--- src/rtl/err_code_vote_if.sv ---
// Sample bus between the division datapath and the error-code voter, plus the fault outputs.
// Purely wiring; no storage or latency of its own.
// No backpressure: a sample is accepted on every cycle division_o_tvalid is high.
interface err_code_vote_if #(
   parameter int DATA_W = 32,
   parameter int N_CH   = 8,
   parameter int CH_W   = (N_CH > 1) ? $clog2(N_CH) : 1,
   parameter int CNT_W  = 8
);
   logic [DATA_W-1:0] division_o;
   logic              division_o_tvalid;
   logic              clear_i;
   logic [N_CH:0]     judge_result;
   logic              judge_result_en;
   logic [N_CH-1:0]   fault_flags;
   logic              fault_new;
   logic [CH_W-1:0]   fault_ch;
   logic [CNT_W-1:0]  invalid_cnt;

   // Datapath / fault controller side
   modport master (
      output division_o, division_o_tvalid, clear_i,
      input  judge_result, judge_result_en, fault_flags, fault_new, fault_ch, invalid_cnt
   );

   // Voter side
   modport slave (
      input  division_o, division_o_tvalid, clear_i,
      output judge_result, judge_result_en, fault_flags, fault_new, fault_ch, invalid_cnt
   );
endinterface

--- src/rtl/err_code_vote.sv ---
// Decodes the error-code field of each division result and confirms faults over consecutive samples.
// Latency: one cycle, all outputs registered on the edge that samples tvalid.
// No backpressure: one sample per valid cycle is always accepted.
module err_code_vote #(
   parameter int DATA_W       = 32,
   parameter int FIELD_MSB    = 30,
   parameter int FIELD_LSB    = 7,
   parameter int N_CH         = 8,
   parameter int CODES_PER_CH = 2,
   parameter int CONFIRM_CNT  = 3,
   parameter int CNT_W        = 8,
   parameter int CH_W         = (N_CH > 1) ? $clog2(N_CH) : 1
) (
   input  logic          clk,
   input  logic          rstn,
   err_code_vote_if.slave bus
);
   localparam int FW   = FIELD_MSB - FIELD_LSB + 1;
   localparam int ST_W = (CONFIRM_CNT > 1) ? $clog2(CONFIRM_CNT + 1) : 1;

   logic [FW-1:0]    code;
   logic             code_inv;
   logic [CH_W-1:0]  dec_ch;

   logic [N_CH:0]    jr_q, jr_d;
   logic             jr_en_q, jr_en_d;
   logic [N_CH-1:0]  flags_q, flags_d;
   logic             fault_new_q, fault_new_d;
   logic [CH_W-1:0]  fault_ch_q, fault_ch_d;
   logic [CNT_W-1:0] inv_cnt_q, inv_cnt_d;
   logic [ST_W-1:0]  streak_q, streak_d;
   logic [CH_W-1:0]  last_ch_q, last_ch_d;

   // Only the code field is decoded; the rest of the word is intentionally ignored.
   logic unused_div;
   assign unused_div = ^bus.division_o;

   // Decode the code field into a channel by range comparison, so no divider is built.
   always_comb begin
      code     = bus.division_o[FIELD_MSB:FIELD_LSB];
      code_inv = 1'b1;
      dec_ch   = '0;
      for (int i = 0; i < N_CH; i++) begin
         if ((64'(code) > 64'(i * CODES_PER_CH)) &&
             (64'(code) <= 64'((i + 1) * CODES_PER_CH))) begin
            code_inv = 1'b0;
            dec_ch   = CH_W'(i);
         end
      end
   end

   // Next-state: judge result, streak filter, fault latch and invalid counter; clear wins over everything.
   always_comb begin
      jr_d        = jr_q;
      jr_en_d     = bus.division_o_tvalid;
      flags_d     = flags_q;
      fault_new_d = 1'b0;
      fault_ch_d  = fault_ch_q;
      inv_cnt_d   = inv_cnt_q;
      streak_d    = streak_q;
      last_ch_d   = last_ch_q;

      if (bus.division_o_tvalid) begin
         jr_d               = '0;
         jr_d[N_CH]         = code_inv;
         jr_d[N_CH-1:0]     = code_inv ? '0 : (N_CH'(1) << dec_ch);

         if (!bus.clear_i) begin
            if (code_inv) begin
               streak_d = '0;
               if (inv_cnt_q != '1) inv_cnt_d = inv_cnt_q + CNT_W'(1);
            end else if ((dec_ch == last_ch_q) && (streak_q != '0)) begin
               // Streak saturates at the confirm count so a held fault cannot re-trigger.
               if (streak_q < ST_W'(CONFIRM_CNT)) streak_d = streak_q + ST_W'(1);
            end else begin
               streak_d  = ST_W'(1);
               last_ch_d = dec_ch;
            end

            if (!code_inv && (streak_d == ST_W'(CONFIRM_CNT)) && !flags_q[dec_ch]) begin
               flags_d[dec_ch] = 1'b1;
               fault_new_d     = 1'b1;
               fault_ch_d      = dec_ch;
            end
         end
      end

      // fault_ch deliberately survives a clear so the controller can still read the last culprit.
      if (bus.clear_i) begin
         flags_d     = '0;
         inv_cnt_d   = '0;
         streak_d    = '0;
         fault_new_d = 1'b0;
      end
   end

   // State registers with asynchronous active-low reset.
   always_ff @(posedge clk or negedge rstn) begin
      if (!rstn) begin
         jr_q        <= '0;
         jr_en_q     <= 1'b0;
         flags_q     <= '0;
         fault_new_q <= 1'b0;
         fault_ch_q  <= '0;
         inv_cnt_q   <= '0;
         streak_q    <= '0;
         last_ch_q   <= '0;
      end else begin
         jr_q        <= jr_d;
         jr_en_q     <= jr_en_d;
         flags_q     <= flags_d;
         fault_new_q <= fault_new_d;
         fault_ch_q  <= fault_ch_d;
         inv_cnt_q   <= inv_cnt_d;
         streak_q    <= streak_d;
         last_ch_q   <= last_ch_d;
      end
   end

   assign bus.judge_result    = jr_q;
   assign bus.judge_result_en = jr_en_q;
   assign bus.fault_flags     = flags_q;
   assign bus.fault_new       = fault_new_q;
   assign bus.fault_ch        = fault_ch_q;
   assign bus.invalid_cnt     = inv_cnt_q;
endmodule

--- src/flat_wrapper.sv ---
// flat-port wrapper written by rule: the top's interface ports become plain ports
module err_code_vote_flat 
#(
   parameter int DATA_W       = 32,
   parameter int FIELD_MSB    = 30,
   parameter int FIELD_LSB    = 7,
   parameter int N_CH         = 8,
   parameter int CODES_PER_CH = 2,
   parameter int CONFIRM_CNT  = 3,
   parameter int CNT_W        = 8,
   parameter int CH_W         = (N_CH > 1) ? $clog2(N_CH) : 1
)
  (clk, rstn, bus_division_o, bus_division_o_tvalid, bus_clear_i, bus_judge_result, bus_judge_result_en, bus_fault_flags, bus_fault_new, bus_fault_ch, bus_invalid_cnt);
  err_code_vote_if #(.DATA_W(DATA_W), .N_CH(N_CH), .CH_W(CH_W), .CNT_W(CNT_W)) bus_i ();
  input  logic clk;
  input  logic rstn;
  input wire logic [$bits(bus_i.division_o)-1:0] bus_division_o;
  input wire logic [$bits(bus_i.division_o_tvalid)-1:0] bus_division_o_tvalid;
  input wire logic [$bits(bus_i.clear_i)-1:0] bus_clear_i;
  output wire logic [$bits(bus_i.judge_result)-1:0] bus_judge_result;
  output wire logic [$bits(bus_i.judge_result_en)-1:0] bus_judge_result_en;
  output wire logic [$bits(bus_i.fault_flags)-1:0] bus_fault_flags;
  output wire logic [$bits(bus_i.fault_new)-1:0] bus_fault_new;
  output wire logic [$bits(bus_i.fault_ch)-1:0] bus_fault_ch;
  output wire logic [$bits(bus_i.invalid_cnt)-1:0] bus_invalid_cnt;
  assign bus_i.division_o = bus_division_o;
  assign bus_i.division_o_tvalid = bus_division_o_tvalid;
  assign bus_i.clear_i = bus_clear_i;
  assign bus_judge_result = bus_i.judge_result;
  assign bus_judge_result_en = bus_i.judge_result_en;
  assign bus_fault_flags = bus_i.fault_flags;
  assign bus_fault_new = bus_i.fault_new;
  assign bus_fault_ch = bus_i.fault_ch;
  assign bus_invalid_cnt = bus_i.invalid_cnt;
  err_code_vote #(.DATA_W(DATA_W), .FIELD_MSB(FIELD_MSB), .FIELD_LSB(FIELD_LSB), .N_CH(N_CH), .CODES_PER_CH(CODES_PER_CH), .CONFIRM_CNT(CONFIRM_CNT), .CNT_W(CNT_W), .CH_W(CH_W)) u_core (.clk(clk), .rstn(rstn), .bus(bus_i));
endmodule
--- config.mk ---
export PLATFORM = sky130hd
export DESIGN_NAME = err_code_vote_flat
export DESIGN_NICKNAME = d
export VERILOG_FILES = /design/src/rtl/err_code_vote_if.sv /design/src/rtl/err_code_vote.sv /design/src/flat_wrapper.sv
export SDC_FILE = /design/constraint.sdc
export NUM_CORES = 1
export LEC_CHECK = 0
export ABC_AREA = 1
export BUFFER_PORTS_ARGS = -buffer_cell sky130_fd_sc_hd__buf_2
export CORE_MARGIN = 2
export CORE_UTILIZATION = 25
export CTS_CLUSTER_DIAMETER = 40
export CTS_CLUSTER_SIZE = 20
export DETAILED_ROUTE_END_ITERATION = 7
export PLACE_DENSITY = 0.41
export SLEW_MARGIN = 25
export SYNTH_ARGS = -nofsm -noshare
export SYNTH_HDL_FRONTEND = slang
export SYNTH_SLANG_ARGS = --single-unit
--- constraint.sdc ---
create_clock -name clk -period 2.4 [get_ports clk]
set_clock_uncertainty 0.2 [all_clocks]
set_input_delay 0.12 -clock clk [delete_from_list [all_inputs] [get_ports clk]]
set_output_delay 0.12 -clock clk [all_outputs]
set_load 0.03 [all_outputs]
; ---- Word level (Yosys, flattened, before mapping)
; Index checks and enable logic that the tools add are counted.
[word_totals]
output_inout_bits = 30
ff_bits = 35
mem_bits_rw = 0
rom_bits = 0
latch_bits = 0
wordCells = 97
mem_count = 0
in_bits = 36
[op_classes]
div_mod_pow = 0
add_sub_neg = 2
n_bitwise = 4
n_lt_le_gt_ge = 19
mux = 37
n_mul = 0
n_reduce_logical = 23
eq_ne = 3
shift = 1
[ops]
columns = operator, n
row1 = $gt 24x4->1 const B, 4
row2 = $le 24x4->1 const B, 4
row3 = $mux 8, 8
row4 = $gt 24x3->1 const B, 2
row5 = $le 24x3->1 const B, 2
row6 = $gt 24x1->1 const B, 1
row7 = $gt 24x2->1 const B, 1
row8 = $le 24x2->1 const B, 1
row9 = $le 24x5->1 const B, 1
row10 = $mux 2, 9
row11 = $mux 1, 14
row12 = $logic_and 1x1->1, 12
row13 = $mux 3, 4
row14 = $reduce_bool 2->1, 5
row15 = $add 8x1->8 const B, 1
row16 = $ne 8x8->1 const B, 1
row17 = $or 8x8->8, 1
row18 = $shl 1x3->8 const A, 1
row19 = $reduce_and 3->1, 2
row20 = $lt 3x4->1 const B, 1
row21 = $reduce_and 4->1, 1
row22 = $bmux 1 s3, 1
row23 = $demux 1 s3, 1
row24 = $eq 3x3->1, 1
row25 = 7 further kinds, 10

; ---- Logic depth before layout (Yosys ltp)
[depth]
word_depth = 21
depth_mapped = 18
depth_no_buf = 18

; ---- Least setup slack after synthesis
; OpenSTA, ideal clock, no wires.
[synth_path]
path_kind = input to register
startpoint = in bus_division_o[29]
endpoint = reg u_core.fault_ch_q[1] (netlist: u_core.bus.fault_ch[1])
arrival_ps = 1742
required_ps = 2067
stages = 16
setup_time_ps = 133
path_slack_ps = 325
n_path_buf = 0
cell_sequence = nor2_1 > nand2_1 > nor2_4 > nand2_2 > nor2_1 > nand3_2 > nand2_4 > nor2_8 > nand2_4 > nand2_4 > nor2_4 > nand2_4 > nor2_8 > nand3_4 > nand2_1 > o21ai_1
[synth_via]
elab_chain_len = 19
elab_cells_between_ends = 53
classes_between = order compare (16) / eq/ne (2) / mux (21) / reduce/logical (14)
[synth_lines]
columns = element, line_no
row1 = "start, declared", flat_wrapper.sv:17  ; input wire logic [$bits(bus_i.division_o)-1:0] bus_division_o;
row2 = $gt 24x2->1 or $le 24x3->1 (tied branches), "err_code_vote.sv:44, err_code_vote.sv:45"
row3 = $logic_and 1x1->1, err_code_vote.sv:44  ; if ((64'(code) > 64'(i * CODES_PER_CH)) &&
row4 = $mux 1, err_code_vote.sv:44
row5 = $mux 2 (2 in a row), err_code_vote.sv:44
row6 = $mux 3 (4 in a row), err_code_vote.sv:44
row7 = $eq 3x3->1, err_code_vote.sv:72  ; end else if ((dec_ch == last_ch_q) && (streak_q != '0)) begin
row8 = $logic_and 1x1->1, err_code_vote.sv:72
row9 = $mux 2, err_code_vote.sv:72
row10 = $mux 2, err_code_vote.sv:69  ; if (code_inv) begin
row11 = $mux 2, err_code_vote.sv:68  ; if (!bus.clear_i) begin
row12 = $mux 2, err_code_vote.sv:63  ; if (bus.division_o_tvalid) begin
row13 = $eq 2x2->1, err_code_vote.sv:80  ; if (!code_inv && (streak_d == ST_W'(CONFIRM_CNT)) && !flags_q[dec_ch]) begin
row14 = $logic_and 1x1->1 (2 in a row), err_code_vote.sv:80
row15 = $reduce_and 3->1 (no line), -
row16 = "end signal, assigned", err_code_vote.sv:113  ; fault_ch_q <= fault_ch_d;
row17 = "end, declared", err_code_vote.sv:29  ; logic [CH_W-1:0] fault_ch_q, fault_ch_d;
; Parallel ways exist; a longest one is shown, timed or not. The select of a mux whose other input is x is not followed.
; A chain may end at the register's enable or synchronous reset.

; ---- Final worst setup path
[layout_path]
startpoint = in bus_division_o[27]
endpoint = reg u_core.fault_ch_q[2] (netlist: u_core.bus.fault_ch[2])
; The elaborated chain is that of the path after synthesis.

==> metrics.md <==
| Metric | Value |
|---|---|
| Status | `completed` |
| Max FO, Critical Path | `9` |
| Max-slew violations | `0` |
| Worst-Margin Slew | `0.815 ns` |
| Share of the synthesized area in the top cell type | `37.0%` |
| H-Tree Depth | `2` |
| HP Class | `primary input to register` |
| Cells after Synth | `335` |
| CP arrival | `2.10 ns` |
| Die Y | `101 um` |
| Sequential share of the synthesized area | `37.0%` |
| Die ar. | `0.0103 mm^2` |
| Initial Util | `25.6%` |
| Syn_area_per_cell | `7.07 um^2` |
| Critical R2R Launch | `u_core.bus.invalid_cnt[0]` |
| Critical Path Start Type | `primary input` |
| DRC Markers | `0` |
| Drt first-iter violations | `47` |
| Post-synth cell types | `29` |
| Final period util | `88.5%` |
| Proportion of layout cells with a drive suffix above 1 | `33.2%` |
| Vias in the first global route | `2304` |
| Clock transition at path regs | `0.09 ns` |
| Die width | `101 um` |
| Via count | `2341` |
| Synth Register Bits | `35` |
| PD cells | `375 mW/mm^2` |
| Vias per cell | `4.16` |
| Port Buf Inserts | `57` |
| Num rows | `35` |
| Clock buffer depth | `2` |
| Avg WL per Cell | `11.2 um` |
| Tmin final | `2.12 ns` |
| Total grt overflow | `0` |
| Setup violators final | `0` |
| Worst r2r path cells | `11` |
| Synth Warn # | `0` |
| WP data required | `2.38 ns` |
| Final Hold Viols | `0` |
| Final wirelength | `6300 um` |
| Core area | `0.00924 mm^2` |
| Num ports | `66` |
| P&R area growth vs syn | `34.2%` |
| Final Util | `34.4%` |
| R2r endpoint | `u_core.bus.invalid_cnt[7]` |
| CTS tree | `yes` |
| CTS Buf Count | `5` |
| Setup slack, reg-to-reg | `0.46 ns` |
| Largest net degree at the start of global routing | `36` |
| Syn Nets | `372` |
| Post-DP HPWL | `5100 um` |
| Drt pass-1 iters | `4` |
| Critical Path Source | `bus_division_o[27]` |
| Gr usage total | `13.4%` |
| Placed cell count | `553` |
| Pleak | `1.65 nW` |
| Unrepaired setup endpoints after global routing | `false` |
| Max frequency | `471 MHz` |
| First-pass GRT wire length | `10900 um` |
| Initial antenna violation count | `0` |
| Non-filler cells, final | `563` |
| Post-CTS setup buffer count | `0` |
| Critical Path End Type | `register` |
| Worst hold slack | `0.0140 ns` |
| Max Cap Viol | `0` |
| Worst setup path end | `u_core.bus.fault_ch[2]` |
| NumNets Final | `470` |
| Antenna cells | `0` |
| Rel. slew slack | `45.6%` |
| Cell taking the most area after synthesis | `dfrtp_1` |
| Clk Latency, worst-skew pair | `0.30 ns` |
| CTS root buffer | `clkbuf_8` |
| Max VDD drop | `0.000176 V` |
| Synth area leaders | `dfrtp_1 (37%), nand2_1 (13%), nor2_1 (9.5%)` |
| Critical setup path kind | `primary input to register` |
| Final GP Congestion | `0.833` |
| Synthesized cell area | `0.00237 mm^2` |
| Clock Sinks | `35` |
| Number of routed nets with antenna violations | `0` |
report_power, final:
group          switching [W]  total, W  internal, W  leakage, nW
registers         0.00000437  0.000598     0.000594        0.480
clock network       0.000253  0.000461     0.000208       0.0408
logic              0.0000850  0.000135    0.0000496         1.13
synthesized netlist by cell type (all sizes together):
cell	number
clkbuf	2
nand3b	1
o21ai	18
nor3	2
ha	1
dfrtp	35
nand3	34
o21a	2
clkinv	2
nand4	9
nand2	98
xnor2	1
a21oi	13
nor4	1
o31ai	1
or2	1
nor2	73
inv	41
registers in the layout, summed over array words and instances (netlist names):
register / cells
u_core.bus.judge_result: 9
u_core.bus.fault_new: 1
u_core.bus.fault_ch: 3
u_core.bus.invalid_cnt: 8
u_core.bus.judge_result_en: 1
u_core.streak_q: 2
u_core.bus.fault_flags: 8
u_core.last_ch_q: 3
critical path, cell delays in order:
cell and delay, ns:
buf_2 0.10, nor2_1 0.15, nand2_1 0.11, nor2_4 0.19
nand3_1 0.11, nand2_2 0.12, nand3_2 0.10, nand2_1 0.14
nor2_1 0.06, buf_4 0.15, nand2_1 0.05, nand2_1 0.04
inv_1 0.06, nand3_2 0.14, nor2_8 0.19, nand3_4 0.13
nand2_1 0.07, o21ai_1 0.06
stage by stage:
stage / total power [W] / instance area [um^2] / worst slack, ns / TNS (ns)
2_1_floorplan: 0.000670 / 2370 / 0.325 / 0
3_3_place_gp: 0.000745 / 3060 / -0.0294 / -0.118
5_1_grt: 0.00126 / 3180 / 0.0155 / 0
3_5_place_dp: 0.000744 / 3060 / -0.0554 / -0.209
4_1_cts: 0.00121 / 3180 / 0.246 / 0
6_report: 0.00119 / 3180 / 0.277 / 0
area by class of cell:
class | count | area, um^2
flip-flops and latches | 35 | 876
fillers | 1031 | 6060
clock inverters | 3 | 23.8
clock buffers | 5 | 68.8
inverters | 43 | 163
well taps | 129 | 161
multi-input cells | 255 | 1330
repair buffers | 93 | 561
what timing repair did:
item | in CTS | in global routing
endpoints found under the setup margin | 0 | 3
hold endpoints to repair | 38 | 0
resized for setup | 0 | 1
hold buffers | 2 | 0
logic make-up (layout without fill, tap and decap cells):
group,count (synthesis),in the layout,synth area share [%]
AND/OR/NAND/NOR,219,219,47.5
buffers and inverters,45,144,7.18
flip-flops,35,35,37.0
AO/OA/AOI/OAI,34,34,7.50
adder cells (fa/ha/maj),1,1,0.528
XOR/XNOR,1,1,0.370
layout by cell type (no fill, tap or decap), drive strengths merged:
| master | synthesis | layout |
|---|---|---|
| a21oi | 13 | 13 |
| buf | 0 | 91 |
| clkbuf | 2 | 5 |
| clkinv | 2 | 2 |
| clkinvlp | 0 | 2 |
| dfrtp | 35 | 35 |
| dlygate4sd3 | 0 | 2 |
| ha | 1 | 1 |
| inv | 41 | 42 |
| nand2 | 98 | 98 |
| nand3 | 34 | 34 |
| nand3b | 1 | 1 |
| nand4 | 9 | 9 |
| nor2 | 73 | 73 |
| nor3 | 2 | 2 |
| nor4 | 1 | 1 |
| o21a | 2 | 2 |
| o21ai | 18 | 18 |
| o31ai | 1 | 1 |
| or2 | 1 | 1 |
| xnor2 | 1 | 1 |
how the worst min path moves through the flow:
stage / depth (start not counted) / startpoint / slack [ns] / end
floorplan: 0 / rstn / -0.38 / u_core.bus.fault_ch[0]
global placement: 1 / rstn / 0.06 / u_core.bus.judge_result[1]
detailed placement: 1 / rstn / 0.06 / u_core.bus.judge_result[1]
CTS: 2 / bus_clear_i / 0.01 / u_core.bus.invalid_cnt[0]
global route: 2 / bus_clear_i / 0.05 / u_core.bus.fault_flags[2]
finish: 2 / bus_clear_i / 0.01 / u_core.bus.invalid_cnt[0]
metal layers:
metal  share of wire (%)  up-vias  track usage (%)
met4                 1.1        0             4.16
met3                 4.3        7             2.48
met5                   0        -                0
met1                  51     1018             19.2
met2                  43       52             20.3
li1                    -     1264                -
Power figures use the tool's default switching activity.
